File: src/rtl/fib_sched_pkg.sv
`default_nettype none
// ============================================================================
// Module : fib_sched_pkg
// Desc   : Shared FSM state encoding and round-robin pick function.
// Rev    : 1.0 - initial release
// ============================================================================
package fib_sched_pkg;

  localparam int c_MAX_REQ = 16;
  localparam int c_PTR_W   = 4;

  typedef enum logic [1:0] {
    ST_IDLE = 2'd0,
    ST_RUN  = 2'd1,
    ST_RESP = 2'd2
  } state_t;

  typedef struct packed {
    logic hit;
    int   idx;
  } pick_t;

  // Lowest k wins, so the search order is ptr, ptr+1, ... wrapping at num.
  function automatic pick_t rr_pick(input logic [c_MAX_REQ-1:0] valid,
                                    input int ptr, input int num);
    pick_t r;
    int    j;
    r.hit = 1'b0;
    r.idx = 0;
    for (int k = c_MAX_REQ - 1; k >= 0; k--) begin
      j = ptr + k;
      if (j >= num) j = j - num;
      if (k < num && valid[j[c_PTR_W-1:0]]) begin
        r.hit = 1'b1;
        r.idx = j;
      end
    end
    return r;
  endfunction

endpackage
`default_nettype wire

File: src/rtl/fib_iter_core.sv
`default_nettype none
// ============================================================================
// Module : fib_iter_core
// Desc   : Iterative Fibonacci datapath (a/b/cnt/n_lat). Optional overflow
//          flag when FIB_SCHED_OVF_EN is defined.
// Rev    : 1.0 - initial release
// ============================================================================
module fib_iter_core #(
  parameter int WIDTH = 8
) (
  input  logic             clk,
  input  logic             rst,
  input  logic             load,
  input  logic             step,
  input  logic [WIDTH-1:0] n,
  output logic             done,
  output logic [WIDTH-1:0] value
`ifdef FIB_SCHED_OVF_EN
  ,
  output logic             ovf
`endif
);

  logic [WIDTH-1:0] r_a, r_b, r_cnt, r_n_lat;
  logic [WIDTH-1:0] w_sum;

`ifdef FIB_SCHED_OVF_EN
  logic [WIDTH:0] w_sum_ext;
  logic           r_a_ovf, r_b_ovf;

  assign w_sum_ext = {1'b0, r_a} + {1'b0, r_b};
  assign w_sum     = w_sum_ext[WIDTH-1:0];

  // Each lane carries whether its true value has exceeded the word, so the
  // flag reported with the result reflects F(n) itself.
  always_ff @(posedge clk or negedge rst) begin
    if (!rst) begin
      r_a_ovf <= 1'b0;
      r_b_ovf <= 1'b0;
    end else if (load) begin
      r_a_ovf <= 1'b0;
      r_b_ovf <= 1'b0;
    end else if (step) begin
      r_a_ovf <= r_b_ovf;
      r_b_ovf <= r_a_ovf | r_b_ovf | w_sum_ext[WIDTH];
    end
  end

  assign ovf = r_a_ovf;
`else
  assign w_sum = r_a + r_b;
`endif

  always_ff @(posedge clk or negedge rst) begin
    if (!rst) begin
      r_a     <= '0;
      r_b     <= '0;
      r_cnt   <= '0;
      r_n_lat <= '0;
    end else if (load) begin
      r_a     <= '0;
      r_b     <= {{(WIDTH-1){1'b0}}, 1'b1};
      r_cnt   <= '0;
      r_n_lat <= n;
    end else if (step) begin
      r_a   <= r_b;
      r_b   <= w_sum;
      r_cnt <= r_cnt + 1'b1;
    end
  end

  assign done  = (r_cnt == r_n_lat);
  assign value = r_a;

endmodule
`default_nettype wire

File: src/rtl/fib_sched.sv
`default_nettype none
// ============================================================================
// Module : fib_sched
// Desc   : Round-robin scheduler sharing one Fibonacci datapath between
//          NUM_REQ requesters. FIB_SCHED_OVF_EN adds the rsp_ovf output.
// Rev    : 1.0 - initial release
// ============================================================================
module fib_sched
  import fib_sched_pkg::*;
#(
  parameter int NUM_REQ = 4,
  parameter int WIDTH   = 8,
  parameter int IDX_W   = $clog2(NUM_REQ)
) (
  input  logic                     clk,
  input  logic                     rst,
  input  logic [NUM_REQ-1:0]       req_valid,
  input  logic [NUM_REQ*WIDTH-1:0] req_n,
  output logic [NUM_REQ-1:0]       req_ready,
  output logic [NUM_REQ-1:0]       rsp_valid,
  output logic [WIDTH-1:0]         rsp_fib,
  input  logic [NUM_REQ-1:0]       rsp_ready,
  output logic                     busy,
  output logic [IDX_W-1:0]         grant_idx
`ifdef FIB_SCHED_OVF_EN
  ,
  output logic                     rsp_ovf
`endif
);

  state_t                 r_state, w_state_nxt;
  logic [IDX_W-1:0]       r_rr_ptr, r_grant, w_win, w_ptr_nxt;
  logic [c_MAX_REQ-1:0]   w_valid_ext;
  pick_t                  w_pick;
  logic                   w_load, w_step, w_done;
  logic [WIDTH-1:0]       w_n, w_value;

  always_comb begin
    w_valid_ext                = '0;
    w_valid_ext[NUM_REQ-1:0]   = req_valid;
    w_pick                     = rr_pick(w_valid_ext, int'(r_rr_ptr), NUM_REQ);
  end

  assign w_win     = IDX_W'(w_pick.idx);
  assign w_n       = req_n[w_win*WIDTH +: WIDTH];
  assign w_ptr_nxt = (r_grant == IDX_W'(NUM_REQ - 1)) ? '0 : r_grant + 1'b1;

  always_comb begin
    w_state_nxt = r_state;
    req_ready   = '0;
    rsp_valid   = '0;
    w_load      = 1'b0;
    w_step      = 1'b0;
    case (r_state)
      ST_IDLE: begin
        if (w_pick.hit) begin
          req_ready[w_win] = 1'b1;
          w_load           = 1'b1;
          w_state_nxt      = ST_RUN;
        end
      end
      ST_RUN: begin
        if (w_done) w_state_nxt = ST_RESP;
        else        w_step      = 1'b1;
      end
      ST_RESP: begin
        rsp_valid[r_grant] = 1'b1;
        if (rsp_ready[r_grant]) w_state_nxt = ST_IDLE;
      end
      default: w_state_nxt = ST_IDLE;
    endcase
  end

  always_ff @(posedge clk or negedge rst) begin
    if (!rst) begin
      r_state  <= ST_IDLE;
      r_rr_ptr <= '0;
      r_grant  <= '0;
    end else begin
      r_state <= w_state_nxt;
      if (w_load) r_grant <= w_win;
      if (r_state == ST_RESP && rsp_ready[r_grant]) r_rr_ptr <= w_ptr_nxt;
    end
  end

  fib_iter_core #(
    .WIDTH (WIDTH)
  ) u_core (
    .clk   (clk),
    .rst   (rst),
    .load  (w_load),
    .step  (w_step),
    .n     (w_n),
    .done  (w_done),
    .value (w_value)
`ifdef FIB_SCHED_OVF_EN
    ,
    .ovf   (rsp_ovf)
`endif
  );

  // The datapath freezes outside RUN, so a holds the result through RESP.
  assign rsp_fib   = w_value;
  assign busy      = (r_state != ST_IDLE);
  assign grant_idx = r_grant;

endmodule
`default_nettype wire
File: config.mk
export PLATFORM = sky130hd
export DESIGN_NAME = fib_sched
export DESIGN_NICKNAME = d
export VERILOG_FILES = /design/src/rtl/fib_sched_pkg.sv /design/src/rtl/fib_iter_core.sv /design/src/rtl/fib_sched.sv
export SDC_FILE = /design/constraint.sdc
export NUM_CORES = 1
export LEC_CHECK = 0
export ABC_AREA = 1
export CORE_ASPECT_RATIO = 1.25
export CORE_UTILIZATION = 55
export CTS_CLUSTER_DIAMETER = 150
export DETAILED_ROUTE_END_ITERATION = 6
export PLACE_DENSITY = 0.86
export SYNTH_ARGS = -nofsm -noshare
export SYNTH_HDL_FRONTEND = slang
export SYNTH_SLANG_ARGS = --single-unit
File: constraint.sdc
create_clock -name clk -period 3.3 [get_ports clk]
set_input_delay 0.33 -clock clk [delete_from_list [all_inputs] [get_ports clk]]
set_output_delay 0.33 -clock clk [all_outputs]
set_load 0.02 [all_outputs]
==> impl_metrics.json <==
{
  "status": "finished clean",
  "synth_warnings": 0,
  "crit_fanout": 19,
  "ctsHoldBuffers": 0,
  "start_util": 0.581,
  "grt_max_degree": 39,
  "via_per_inst": 5.06,
  "antenna_found_initial": 0,
  "timing.critical_path.buf_inv": 3,
  "die_h_um": 81.6,
  "drc": 0,
  "syn_inst": 386,
  "min_path_type": "in -> async",
  "vias": 2576,
  "cts.clk_slew.worst_paths_ns": 0.07,
  "synth_top_flop_cell": "dfrtp_1",
  "finalPower_mw": 2.67,
  "r2r-start": "r_rr_ptr[1]",
  "synth_edf_count": 0,
  "core-area_mm2": 0.00480,
  "crit_type": "reg -> out",
  "grt-ovfl-total": 0,
  "fmax_ghz": 0.342,
  "layout_commonest_cell": "nand2_1",
  "clockBufferDepth": 2,
  "cpPeakStageDelay_ns": 0.43,
  "finalSetupTns_ns": 0,
  "dp_cells": 501,
  "cts_sinks": 38,
  "fin_crit_ns": 2.93,
  "power_density_mw_per_mm2": 756,
  "ctsHtreeMaxLevel": 2,
  "cts_made_buffers": 5,
  "hold_viol_final": 0,
  "synth_seq_cells": 38,
  "r2r-end": "u_core.value[0]",
  "syn_nets": 445,
  "io_buffers": 60,
  "leakage_nw": 1.86,
  "worst_path_most_repeated_cell": "inv_1",
  "layout_common_cells": "nand2_1, inv_1, clkdlybuf4s50_1, dfrtp_1, nand3_1",
  "fin_nets": 507,
  "start_kind": "register",
  "finalWeightedCongestion": 0.837,
  "rrSetupSlack_ns": 0.69,
  "worst_hold_slack_ns": 0.128,
  "wire_per_inst_um": 11.7,
  "rsz0062_at_grt": "false",
  "ys_async_sr_fraction": 1.00,
  "ios": 61,
  "first_iter_violations": 122,
  "finalSetupViolations": 0,
  "syn2layout_area_growth_pct": 26.9,
  "dieWidth_um": 65.7,
  "swShare": 0.413,
  "ir_worst_vdd_v": 0.000257,
  "num_antenna_cells": 0,
  "die-area_mm2": 0.00536,
  "ys_types": 35,
  "drive_gt1_frac": 0.0869,
  "postRouteAntennaNets": 0,
  "std_cell_rows": 28,
  "pwr-share-comb": 0.529,
  "synth_area_mm2": 0.00279,
  "cp_cell_sequence": "inv_1, ha_1, inv_1, nand3_2, nand3_4, a21oi_2, nand2_4, nand2_8, nand2_1, a21oi_1, dlymetal6s2s_1",
  "n_fill_cell": 367,
  "grt_pass1_wl_um": 10600,
  "syn_avg_cell_area_um2": 7.22,
  "drv_cap": 0,
  "seq_area_frac_synth": 0.341,
  "crit_required_ns": 2.97,
  "slew_violations": 0,
  "layout.cells.non_filler": 509,
  "clock_latency_ns": 0.29,
  "finalCritPeriodShare": 0.887,
  "fin_skew_ns": 0.00538,
  "grt_usage": 0.251,
  "r2r_cells": 12,
  "cts_root_buf": "clkbuf_8",
  "internal_power_mw": 1.57,
  "crit_path_end_kind": "primary output",
  "critPathSlowestCell": "dfrtp_1",
  "p_switching_mw": 1.10,
  "p_clk_frac": 0.144,
  "drt_first_pass_iters": 4,
  "grt_pass1_vias": 2579,
  "slew_headroom": 0.446,
  "arrival_ns": 2.60,
  "cts_setup_buffers": 0,
  "worst_slew_pin_slew_ns": 0.831,
  "seq_power_share": 0.326,
  "cpLargestDelayFamily": "simple AND/OR/NAND/NOR gates",
  "cts_tree": "built",
  "dp_hpwl_um": 4600,
  "wl_um": 5960
}
-- repair_timing --
action,4_1_cts,5_1_grt
gates resized for setup,1,5
hold endpoints to repair,0,0
endpoints found under the setup margin,3,4
-- how the worst max path moves through the flow --
stage	startpoint	to	slack, ns	cells after the start
final	r_rr_ptr[1]	req_ready[0]	0.37	11
after global routing	r_rr_ptr[1]	req_ready[0]	0.21	11
after CTS	r_rr_ptr[1]	req_ready[0]	0.004	11
after detailed placement	r_rr_ptr[0]	req_ready[0]	0.27	12
after global placement	r_rr_ptr[0]	req_ready[0]	0.39	12
after floorplan	r_rr_ptr[0]	req_ready[0]	0.87	12
-- layer usage --
metal | wire length (um) | track usage
met1 | 2550 | 0.269
met2 | 3080 | 0.470
met3 | 232 | 0.0528
met4 | 91 | 0.104
met5 | 0 | 0
-- per-stage QoR --
step | worst slack [ns] | util | instance area [um^2]
after floorplan | 0.869 | - | 2790
after global placement | 0.390 | 0.711 | 3410
after detailed placement | 0.272 | 0.711 | 3410
after CTS | 0.00365 | 0.734 | 3520
after global routing | 0.213 | 0.737 | 3540
final | 0.372 | 0.737 | 3540
-- Yosys cell counts, drive strengths merged, types with 3 or more instances --
library cell / instances / area share
o21ai: 21 / 0.038
ha: 16 / 0.072
dfrtp: 38 / 0.34
buf: 6 / 0.019
a21oi: 17 / 0.032
xor2: 12 / 0.038
nand3: 40 / 0.085
inv: 63 / 0.086
nand4: 4 / 0.0090
xnor2: 4 / 0.013
o22ai: 3 / 0.0067
nor2: 34 / 0.047
nand2: 114 / 0.18
or2: 6 / 0.013
-- power groups by stage --
stage                     registers (mW)  logic, mW  clock network (mW)
after floorplan                    0.912      0.970                   0
final                              0.872       1.42               0.386
after global routing               0.897       1.62               0.418
after detailed placement           0.877       1.41                   0
after CTS                          0.870       1.42               0.396
after global placement             0.866       1.36                   0
-- final cells by class --
class                           count  area [um^2]  share of cell area
Clock buffer                        7         76.3              0.0216
Clock inverter                      1         30.0             0.00849
Inverter                           63          239              0.0676
Multi-Input combinational cell    278         1540               0.437
Sequential cell                    38          952               0.269
Tap cell                           60         75.1              0.0212
Timing Repair Buffer               62          621               0.175
-- cell families (layout without fill, tap and decap cells) --
kind of cell,Yosys count,in the layout,synth area share
fa+ha+maj,17,17,0.0790
simple gates,201,201,0.338
xor+xnor,16,16,0.0503
flops,38,38,0.341
buf+inv,70,133,0.106
compound gates,44,44,0.0853
-- worst reg2reg max path: stages (launching register included) --
cell	delay, ns
dfrtp_1	0.43
inv_1	0.15
ha_1	0.36
inv_1	0.13
nand3_2	0.11
nand3_4	0.11
nand4_1	0.13
nand2_2	0.15
buf_4	0.21
nand2_1	0.31
inv_2	0.29
nand2_1	0.07
o21ai_1	0.09
-- registers in the layout, indices dropped and copies added (netlist names) --
signal,cells
u_core.r_b,8
u_core.r_cnt,8
u_core.r_n_lat,8
u_core.value,8
grant_idx,2
r_rr_ptr,2
r_state,2
Note: power is estimated with default switching activity, not from simulation.
==> RTL edit, RTL diff (same settings) <==
Build with the macro `FIB_SCHED_OVF_EN` defined.
--- a/src/rtl/fib_iter_core.sv
+++ b/src/rtl/fib_iter_core.sv
@@ -7,2 +7,4 @@
 // ============================================================================
+`define FIB_SCHED_OVF_EN
+
 module fib_iter_core #(
Formal check against the unedited RTL (old outputs only; new: rsp_ovf): equivalent (Yosys induction, for registers that start in step).
==> RTL edit against the unedited design <==
  * Area after synthesis rose by 8.8%
  * Total power grew 41%
  * Via count increased by 3.3%
  * Sequential power rose by 6.9%
  * Sequential cell count rose by 2
  * Setup slack got worse by 0.034 ns
  * Wire length increased by 14%
  * Final area grew 5.9%
  * Critical path type unchanged
  * Largest cell class unchanged
  * Highest routed layer unchanged
==> RTL edit: results <==
INSERT INTO impl_metrics (metric_group, metric, value, unit) VALUES
('yosys', 'number_of_nets_produced_by_synthesis', '438', ''),
('final_layout', 'postLayoutCoreUtil', '72.2', '%'),
('routing', 'routed-via-count', '2661', ''),
('global_routing', 'global_route_wire_length_before_repair', '11000', 'µm'),
('power', 'ir_drop', '0.896', 'mV'),
('final_layout', 'num-fill-cells', '413', ''),
('status', 'status', 'finished, final reports clean', ''),
('yosys', 'synth_adder_area_share', '8.09', '%'),
('sta', 'skew', '0.00428', 'ns'),
('critical_path', 'crit_arrival', '2.63', 'ns'),
('final_layout', 'area_share_nonclk_buffers', '16.8', '%'),
('yosys', 'post_synth_main_area_contributors', 'sky130_fd_sc_hd__dfrtp_1 33%, sky130_fd_sc_hd__nand2_1 12%, sky130_fd_sc_hd__ha_1 7.4%', ''),
('yosys', 'yosysSeqAreaShare', '33.0', '%'),
('yosys', 'number_of_different_library_cells_in_the_post_synthesis_netlist', '37', ''),
('final_layout', 'clkCellAreaFrac', '2.07', '%'),
('power', 'power_density', '1010', 'mW/mm²'),
('sta', 'slew_headroom', '40.3', '%'),
('routing', 'vias_per_cell', '5.31', ''),
('place', 'number_of_buffers_added_on_ports', '61', ''),
('global_routing', 'grt_max_degree', '41', '');
## RTL edit: cell types whose count changed in the layout (fill, tap and decap cells not counted), moves of 7 or more
cell,change
sky130_fd_sc_hd__nor2_1,-14
sky130_fd_sc_hd__xnor2_1,+8
sky130_fd_sc_hd__nand3_2,+14
sky130_fd_sc_hd__inv_1,-14
sky130_fd_sc_hd__xor2_1,-8
sky130_fd_sc_hd__o21ai_1,-8
sky130_fd_sc_hd__a21oi_1,-7
## RTL edit: path summary, 6_finish.rpt
check	from	depth (start not counted)	endpoint	slack [ns]
hold reg to reg	u_core.r_n_lat[6]	2	u_core.r_n_lat[6]	0.52
hold / removal	rst	1	u_core.value[4]	0.16
setup reg to reg	r_rr_ptr[1]	10	u_core.r_b[0]	0.93
max in group asynchronous	rst	1	r_rr_ptr[1]	2.53
min in group clk	u_core.r_n_lat[6]	2	u_core.r_n_lat[6]	0.52
setup / recovery	r_rr_ptr[1]	12	req_ready[1]	0.34
## RTL edit: critical path, stage by stage (launching register included)
cell and delay, ns:
sky130_fd_sc_hd__dfrtp_2 0.45, sky130_fd_sc_hd__inv_1 0.16, sky130_fd_sc_hd__ha_1 0.30, sky130_fd_sc_hd__inv_1 0.15
sky130_fd_sc_hd__nand3_2 0.11, sky130_fd_sc_hd__nand3_4 0.11, sky130_fd_sc_hd__nand2_1 0.09, sky130_fd_sc_hd__nand2_2 0.11
sky130_fd_sc_hd__nand2_8 0.12, sky130_fd_sc_hd__nand2_4 0.15, sky130_fd_sc_hd__inv_2 0.06, sky130_fd_sc_hd__nor3_2 0.16
sky130_fd_sc_hd__dlygate4sd2_1 0.35
## RTL edit: routing by layer
metal	global-route usage (%)	vias up	wire length, µm
met1	29.8	1233	2950
met2	42.9	62	3410
met3	3.76	18	257
met4	11.2	0	151
li1	-	1348	-
met5	0	-	0
